**src/rtl/unsigned_lincomb_seq_v.sv**
```systemverilog
`default_nettype none
// ============================================================================
//  Module   : unsigned_lincomb_seq_v
//  Purpose  : Bit-serial, handshaked linear combination
//             F = KA*A - KB*B + KC*C over unsigned operands. The result is
//             reported with a negative flag and an output-overflow flag
//             instead of wrapping silently.
//  Revision : 1.0  initial release
// ============================================================================
module unsigned_lincomb_seq_v #(
    parameter int W  = 4,   // operand width
    parameter int CW = 3,   // coefficient width
    parameter int KA = 7,   // coefficient on A (added)
    parameter int KB = 3,   // coefficient on B (subtracted)
    parameter int KC = 6,   // coefficient on C (added)
    parameter int OW = 8    // result width, must not exceed IW
) (
    input  logic          i_clk,
    input  logic          i_rst,
    input  logic          i_valid,
    output logic          o_ready,
    input  logic [W-1:0]  i_au,
    input  logic [W-1:0]  i_bu,
    input  logic [W-1:0]  i_cu,
    output logic          o_valid,
    input  logic          i_ready,
    output logic [OW-1:0] o_fu,
    output logic          o_neg,
    output logic          o_ovf
);

    // Two bits of headroom over W+CW keep the signed sum of the two added
    // terms from ever overflowing the accumulator.
    localparam int IW   = W + CW + 2;
    localparam int CNTW = (W > 1) ? $clog2(W) : 1;

    localparam logic [1:0] S_IDLE = 2'd0;
    localparam logic [1:0] S_BUSY = 2'd1;
    localparam logic [1:0] S_DONE = 2'd2;

    // Coefficients first truncated to CW bits, then widened to the accumulator.
    localparam logic [CW-1:0] c_ka_n = CW'(KA);
    localparam logic [CW-1:0] c_kb_n = CW'(KB);
    localparam logic [CW-1:0] c_kc_n = CW'(KC);
    localparam logic [IW-1:0] c_ka   = IW'(c_ka_n);
    localparam logic [IW-1:0] c_kb   = IW'(c_kb_n);
    localparam logic [IW-1:0] c_kc   = IW'(c_kc_n);
    // 2**OW, one bit wider than the accumulator so OW == IW is still legal.
    localparam logic [IW:0]   c_ovf_lim = (IW+1)'(1) << OW;
    localparam logic [CNTW-1:0] c_last  = CNTW'(W - 1);

    logic [1:0]      r_state;
    logic [1:0]      w_next_state;
    logic [W-1:0]    r_a;
    logic [W-1:0]    r_b;
    logic [W-1:0]    r_c;
    logic [IW-1:0]   r_acc;
    logic [CNTW-1:0] r_cnt;
    logic [OW-1:0]   r_fu;
    logic            r_neg;
    logic            r_ovf;

    logic            w_accept;
    logic            w_last;
    logic [IW-1:0]   w_ta;
    logic [IW-1:0]   w_tb;
    logic [IW-1:0]   w_tc;
    logic [IW-1:0]   w_acc_next;
    logic            w_neg_next;
    logic            w_ovf_next;

    // Partial products for the current bit position and the next accumulator.
    always_comb begin
        w_ta       = r_a[r_cnt] ? (c_ka << r_cnt) : '0;
        w_tb       = r_b[r_cnt] ? (c_kb << r_cnt) : '0;
        w_tc       = r_c[r_cnt] ? (c_kc << r_cnt) : '0;
        w_acc_next = r_acc + w_ta - w_tb + w_tc;
        w_neg_next = w_acc_next[IW-1];
        w_ovf_next = !w_neg_next && ({1'b0, w_acc_next} >= c_ovf_lim);
        w_last     = (r_cnt == c_last);
    end

    // State register; reset overrides any in-flight computation or result.
    always_ff @(posedge i_clk) begin
        if (i_rst) begin
            r_state <= S_IDLE;
        end else begin
            r_state <= w_next_state;
        end
    end

    // Next-state decode and input-side handshake.
    always_comb begin
        w_next_state = r_state;
        o_ready      = 1'b0;
        w_accept     = 1'b0;
        case (r_state)
            S_IDLE: begin
                o_ready  = !i_rst;
                w_accept = i_valid && !i_rst;
                if (w_accept) begin
                    w_next_state = S_BUSY;
                end
            end
            S_BUSY: begin
                if (w_last) begin
                    w_next_state = S_DONE;
                end
            end
            S_DONE: begin
                if (i_ready) begin
                    w_next_state = S_IDLE;
                end
            end
            default: begin
                w_next_state = S_IDLE;
            end
        endcase
    end

    // Operand capture, serial accumulation and result registering.
    always_ff @(posedge i_clk) begin
        if (i_rst) begin
            r_a   <= '0;
            r_b   <= '0;
            r_c   <= '0;
            r_acc <= '0;
            r_cnt <= '0;
            r_fu  <= '0;
            r_neg <= 1'b0;
            r_ovf <= 1'b0;
        end else begin
            case (r_state)
                S_IDLE: begin
                    if (w_accept) begin
                        r_a   <= i_au;
                        r_b   <= i_bu;
                        r_c   <= i_cu;
                        r_acc <= '0;
                        r_cnt <= '0;
                    end
                end
                S_BUSY: begin
                    r_acc <= w_acc_next;
                    r_cnt <= r_cnt + 1'b1;
                    if (w_last) begin
                        r_fu  <= w_acc_next[OW-1:0];
                        r_neg <= w_neg_next;
                        r_ovf <= w_ovf_next;
                    end
                end
                default: begin
                end
            endcase
        end
    end

    assign o_valid = (r_state == S_DONE);
    assign o_fu    = r_fu;
    assign o_neg   = r_neg;
    assign o_ovf   = r_ovf;

endmodule
`default_nettype wire

```
**config.mk**
```make
export PLATFORM = sky130hd
export DESIGN_NAME = unsigned_lincomb_seq_v
export DESIGN_NICKNAME = d
export VERILOG_FILES = /design/src/rtl/unsigned_lincomb_seq_v.sv
export SDC_FILE = /design/constraint.sdc
export NUM_CORES = 1
export LEC_CHECK = 0
export CORE_ASPECT_RATIO = 1.25
export CORE_MARGIN = 2
export CORE_UTILIZATION = 55
export CTS_CLUSTER_DIAMETER = 120
export CTS_CLUSTER_SIZE = 16
export DETAILED_ROUTE_END_ITERATION = 12
export GPL_ROUTABILITY_DRIVEN = 0
export GPL_TIMING_DRIVEN = 0
export PLACE_DENSITY = 0.79
export SLEW_MARGIN = 20
export SYNTH_ARGS = -nofsm -noshare
export SYNTH_HDL_FRONTEND = slang
export SYNTH_SLANG_ARGS = --single-unit
```
**constraint.sdc**
```tcl
create_clock -name i_clk -period 5.17 [get_ports i_clk]
set_input_delay 0.7755 -clock i_clk [delete_from_list [all_inputs] [get_ports i_clk]]
set_output_delay 0.7755 -clock i_clk [all_outputs]
set_load 0.02 [all_outputs]
```
# [Word level (Yosys, flattened, before mapping)]
# Cells that the tools add are included.
[totals] register_bits=35 latchBits=0 ramBits=0 rom_bits=0 input_bits=16 out_inout_bits=12 mem_count=0
[op_classes] n_addsub=4 mul=0 div=0 order_cmp=2 n_eq_ne=7 n_shift=3 n_mux=19 bitwise=0 n_reduce_logical=10
[op_table] cell="9-bit two-way mux" count=4
[op_table] cell="9-bit adder" count=2
[op_table] cell="9-bit one-hot mux with 2 select lines" count=1
[op_table] cell="3-bit by 2-bit left shift with 9-bit output (first input constant)" count=2
[op_table] cell="9-bit greater-or-equal comparator (second input constant)" count=1
[op_table] cell="2-bit by 2-bit left shift with 9-bit output (first input constant)" count=1
[op_table] cell="9-bit subtractor" count=1
[op_table] cell="2-bit two-way mux" count=4
[op_table] cell="1-bit binary-select mux with 2-bit select" count=3
[op_table] cell="2-bit inequality test (second input constant)" count=3
[op_table] cell="2-bit one-hot mux with 3 select lines" count=1
[op_table] cell="2-bit AND reduction" count=3
[op_table] cell="1-bit two-way mux" count=5
[op_table] cell="2-bit equality test (second input constant)" count=2
[op_table] cell="2-bit one-hot mux with 2 select lines" count=1
[op_table] cell="2-bit by 3-bit < comparator with 1-bit output (second input constant)" count=1
[op_table] cell="3-bit AND reduction" count=1
[op_table] cell="2-bit by 1-bit adder with 2-bit output (second input constant)" count=1
[op_table] cell="2-bit by 1-bit equality test with 1-bit output (second input constant)" count=1
[op_table] cell="1-bit logical AND" count=2
[op_table] cell="1-bit zero test" count=2
[op_table] cell="2-bit zero test" count=1
[op_table] cell="2-bit by 1-bit inequality test with 1-bit output (second input constant)" count=1
[op_table] cell="2-bit nonzero test" count=1

# [Logic depth before layout (Yosys ltp)]
[depth] ltp_word=8 ltp_mapped=14

# [Worst setup path before layout]
# Ideal clock, no wire load.
[synth_timing] path_kind="reg-to-reg" startpoint="reg r_cnt[0]" endpoint="reg r_acc[7]" setup_ns=0.092 arrival_ns=3.744 path_slack_ns=1.334 stages_incl_launch_ff=15 n_path_buf=1 synth_period_minus_slack_ns=3.836 path_cell_list="dfxtp_1 > buf_2 > mux2i_1 > nor2_1 > or2_2 > nor2b_1 > fa_1 > inv_1 > fa_1 > inv_1 > fa_1 > a211o_1 > a2111oi_1 > nor3b_1 > o32ai_1"
[synth_via] elab_chain_cells=7
[synth_lines] element="from (decl)" line="58" source="logic [CNTW-1:0] r_cnt;"
[synth_lines] element="from (signal assigned)" line="145" source="r_cnt <= r_cnt + 1'b1;"
[synth_lines] element="1-bit binary-select mux with 2-bit select" line="74" source="w_ta = r_a[r_cnt] ? (c_ka << r_cnt) : '0;"
[synth_lines] element="1-bit two-way mux (implied by the code)" line="74"
[synth_lines] element="9-bit two-way mux" line="74"
[synth_lines] element="9-bit adder" line="77" source="w_acc_next = r_acc + w_ta - w_tb + w_tc;"
[synth_lines] element="9-bit subtractor" line="77"
[synth_lines] element="9-bit adder (*)" line="77"
[synth_lines] element="9-bit one-hot mux with 2 select lines (*)" line="133" source="case (r_state)"
[synth_lines] element="to (signal assigned)" line="144" source="r_acc <= w_acc_next;"
[synth_lines] element="to (decl)" line="57" source="logic [IW-1:0] r_acc;"
# Every way passes the cells marked *; elsewhere a longest branch is shown, timed or not. The select of a mux whose other input is x is not followed.
# A chain may end at the register's enable or synchronous reset.

# [Worst setup path after layout]
# Same ends and word-level chain as after synthesis.

==> results_dict.tcl <==
set metrics [dict create \
    crit_chain "buf_2 > mux2i_1 > nor2_1 > or2_2 > nor2b_1 > fa_1 > inv_1 > fa_1 > inv_1 > fa_1 > a211o_1 > a2111oi_1 > nor3b_1 > o32ai_1" \
    fin_cells 346 \
    avgSynthCellArea_um2 8.57 \
    dpl.cell_count 338 \
    ys_warn_count 0 \
    n_fill_cell 336 \
    clock_path_buffers 2 \
    vias 1878 \
    die_h_um 74.8 \
    syn_to_final_growth_pct 19.9 \
    grt_usage_pct 23.8 \
    slew_headroom_pct 63.4 \
    skew_ns 0.00622 \
    antenna_found_initial 0 \
    numCtsBuffers 5 \
    max_stage_delay_ns 0.54 \
    netlist_area_um2 2200 \
    gr-total-overflow 0 \
    hold_class "flop to flop" \
    final_nets 333 \
    fmax_mhz 235 \
    end_kind "flop" \
    synth_edf_count 0 \
    insertion_delay_ns 0.29 \
    finalHoldViolations 0 \
    drt_iter0_drc 71 \
    timing.hold.ws_ns 0.453 \
    grt_start_max_net_pins 11 \
    drt_first_pass_iters 5 \
    setup_ws_ns 0.915 \
    yosysTopAreaCell "dfxtp_1" \
    synth.most_common_cell "nand2_1" \
    power.density_nw_per_um2 466 \
    synth_cells 257 \
    fin_tns_setup_ns 0 \
    critPathLaunchType "flop" \
    grt_setup_unrepaired "no" \
    cp.depth 14 \
    yosysTopAreaCellShare_pct 31.8 \
    diodes 0 \
    async_flop_share_pct 0 \
    htree_levels 2 \
    synth-seq-cells 35 \
    cts_setup_buffers 0 \
    ir_drop_mv 0.330 \
    postCtsResizedCells 0 \
    cts_tree "done" \
    cts.sinks 35 \
    die_area_um2 4530 \
    cp_max_fo 8 \
    total_leakage_power_nw 1.08 \
    drt-total-wl_um 4780 \
    hold_depth 2 \
    pin_count 28 \
    reg2regPathDepth 14 \
    dpl.hpwl_um 3580 \
    grt_pass1_wl_um 7960 \
    drive_gt1_share_pct 7.19 \
    synth_ff_type "dfxtp_1" \
    finish.utilization_pct 69.2 \
    rows 25 \
    fin_crit_ns 4.26 \
    outcome "complete, no violations" \
    die_x_um 60.6 \
    setup_viol 0 \
    synthesis.nets 299 \
    yosysSeqAreaShare_pct 31.8 \
    cpLargestDelayFamily "adder cells" \
    crit_top_cell "fa_1" \
    place_ws_ns 0.945 \
    core_area_um2 3820 \
    crit_buf_inv 3 \
    grt_pass1_vias 1719 \
    drt.antenna.violating_nets 0 \
    netlist_top_cells_count "41 x nand2_1, 35 x dfxtp_1, 25 x inv_1, 16 x ha_1, 15 x nand2b_1" \
    routed_via_density 5.43 \
    cap_violations 0 \
    drc 0 \
    final.period_utilization_pct 82.3 \
    synth.area.top_cells "dfxtp_1 32%, fa_1 9.1%, ha_1 9.1%, nand2_1 7.0%, inv_1 4.3%" \
    crit_required_ns 5.36 \
    arrival_ns 4.45 \
    ys_types 41 \
    placement.io_buffers 27 \
    root_buffer "clkbuf_8" \
    wire_per_inst_um 13.8 \
    slowest_stage "fa_1" \
    crit_type "flop to flop" \
    clk_pin_slew_ns 0.07 \
    holdBufCountCts 0 \
    worstMarginPinSlew_ns 0.549 \
    initial_core_util_pct 57.7 \
    finalMaxSlewViolations 0 \
]
-- registers in the layout, indices dropped and copies added, names as in the netlist --
name and cells:
r_state 2, r_acc 9, r_c 4, r_b 4
o_ovf 1, o_fu 8, r_cnt 2, o_neg 1
r_a 4
-- stage by stage --
stage	power [mW]	cell area, um2
final	1.23	2640
after global routing	1.33	2640
after CTS	1.23	2640
after detailed placement	1.00	2540
after global placement	0.989	2540
after floorplan	0.868	2200
-- power by group --
part	internal [mW]	switching [mW]
sequential	0.299	0.0187
combinational	0.304	0.388
clock	0.122	0.100
-- worst paths after layout --
path                              start                     to  slack (ns)
hold reg to reg    o_fu[1]$_SDFFE_PP0P_   o_fu[1]$_SDFFE_PP0P_        0.45
hold / removal     o_fu[1]$_SDFFE_PP0P_   o_fu[1]$_SDFFE_PP0P_        0.45
setup reg to reg  r_cnt[0]$_SDFFE_PP0P_  r_acc[7]$_SDFFE_PP0P_        0.91
setup / recovery  r_cnt[0]$_SDFFE_PP0P_  r_acc[7]$_SDFFE_PP0P_        0.91
-- metal layers --
layer	up-vias	share of wire (%)	global-route usage, %
met2	29	49	38.0
met1	906	46	31.5
li1	936	-	-
met4	0	1.5	9.90
met5	-	0	0
met3	7	3.5	4.64
-- cells in the final DEF (no fill, tap or decap), types with 3 or more instances in the layout --
master           count
nand2_1             41
dfxtp_1             35
clkdlybuf4s50_1     27
inv_1               25
ha_1                16
nand2b_1            15
a21oi_1             13
nand3_1             12
o21ai_0             11
fa_1                10
nor2_1               8
clkbuf_1             7
clkbuf_8             7
buf_2                5
nor2b_1              5
a211o_1              5
mux2_2               4
and2_1               4
mux2i_1              3
nand3b_1             3
o311ai_1             3
or3_1                3
nor3b_1              3
-- cell type report --
class | count | area, um2 | area share, %
multi-input combinational | 186 | 1360 | 51.5
clock buffer | 8 | 100 | 3.79
sequential | 35 | 701 | 26.5
tap | 54 | 67.6 | 2.56
inverter | 25 | 93.8 | 3.55
timing repair buffer | 27 | 270 | 10.2
buffer | 11 | 47.5 | 1.80
-- cell families after synthesis --
logic type,share of synthesized area [%]
flops,31.8
simple gates,23.1
buf+inv,6.42
xor+xnor,1.42
mux,3.41
fa+ha+maj,18.2
compound gates,15.7
-- tightest hold or removal path: stages (launching register included) --
cell and delay (ns):
dfxtp_1 0.31, nand2_1 0.05, a21oi_1 0.05
(Power assumes the default switching activity.)
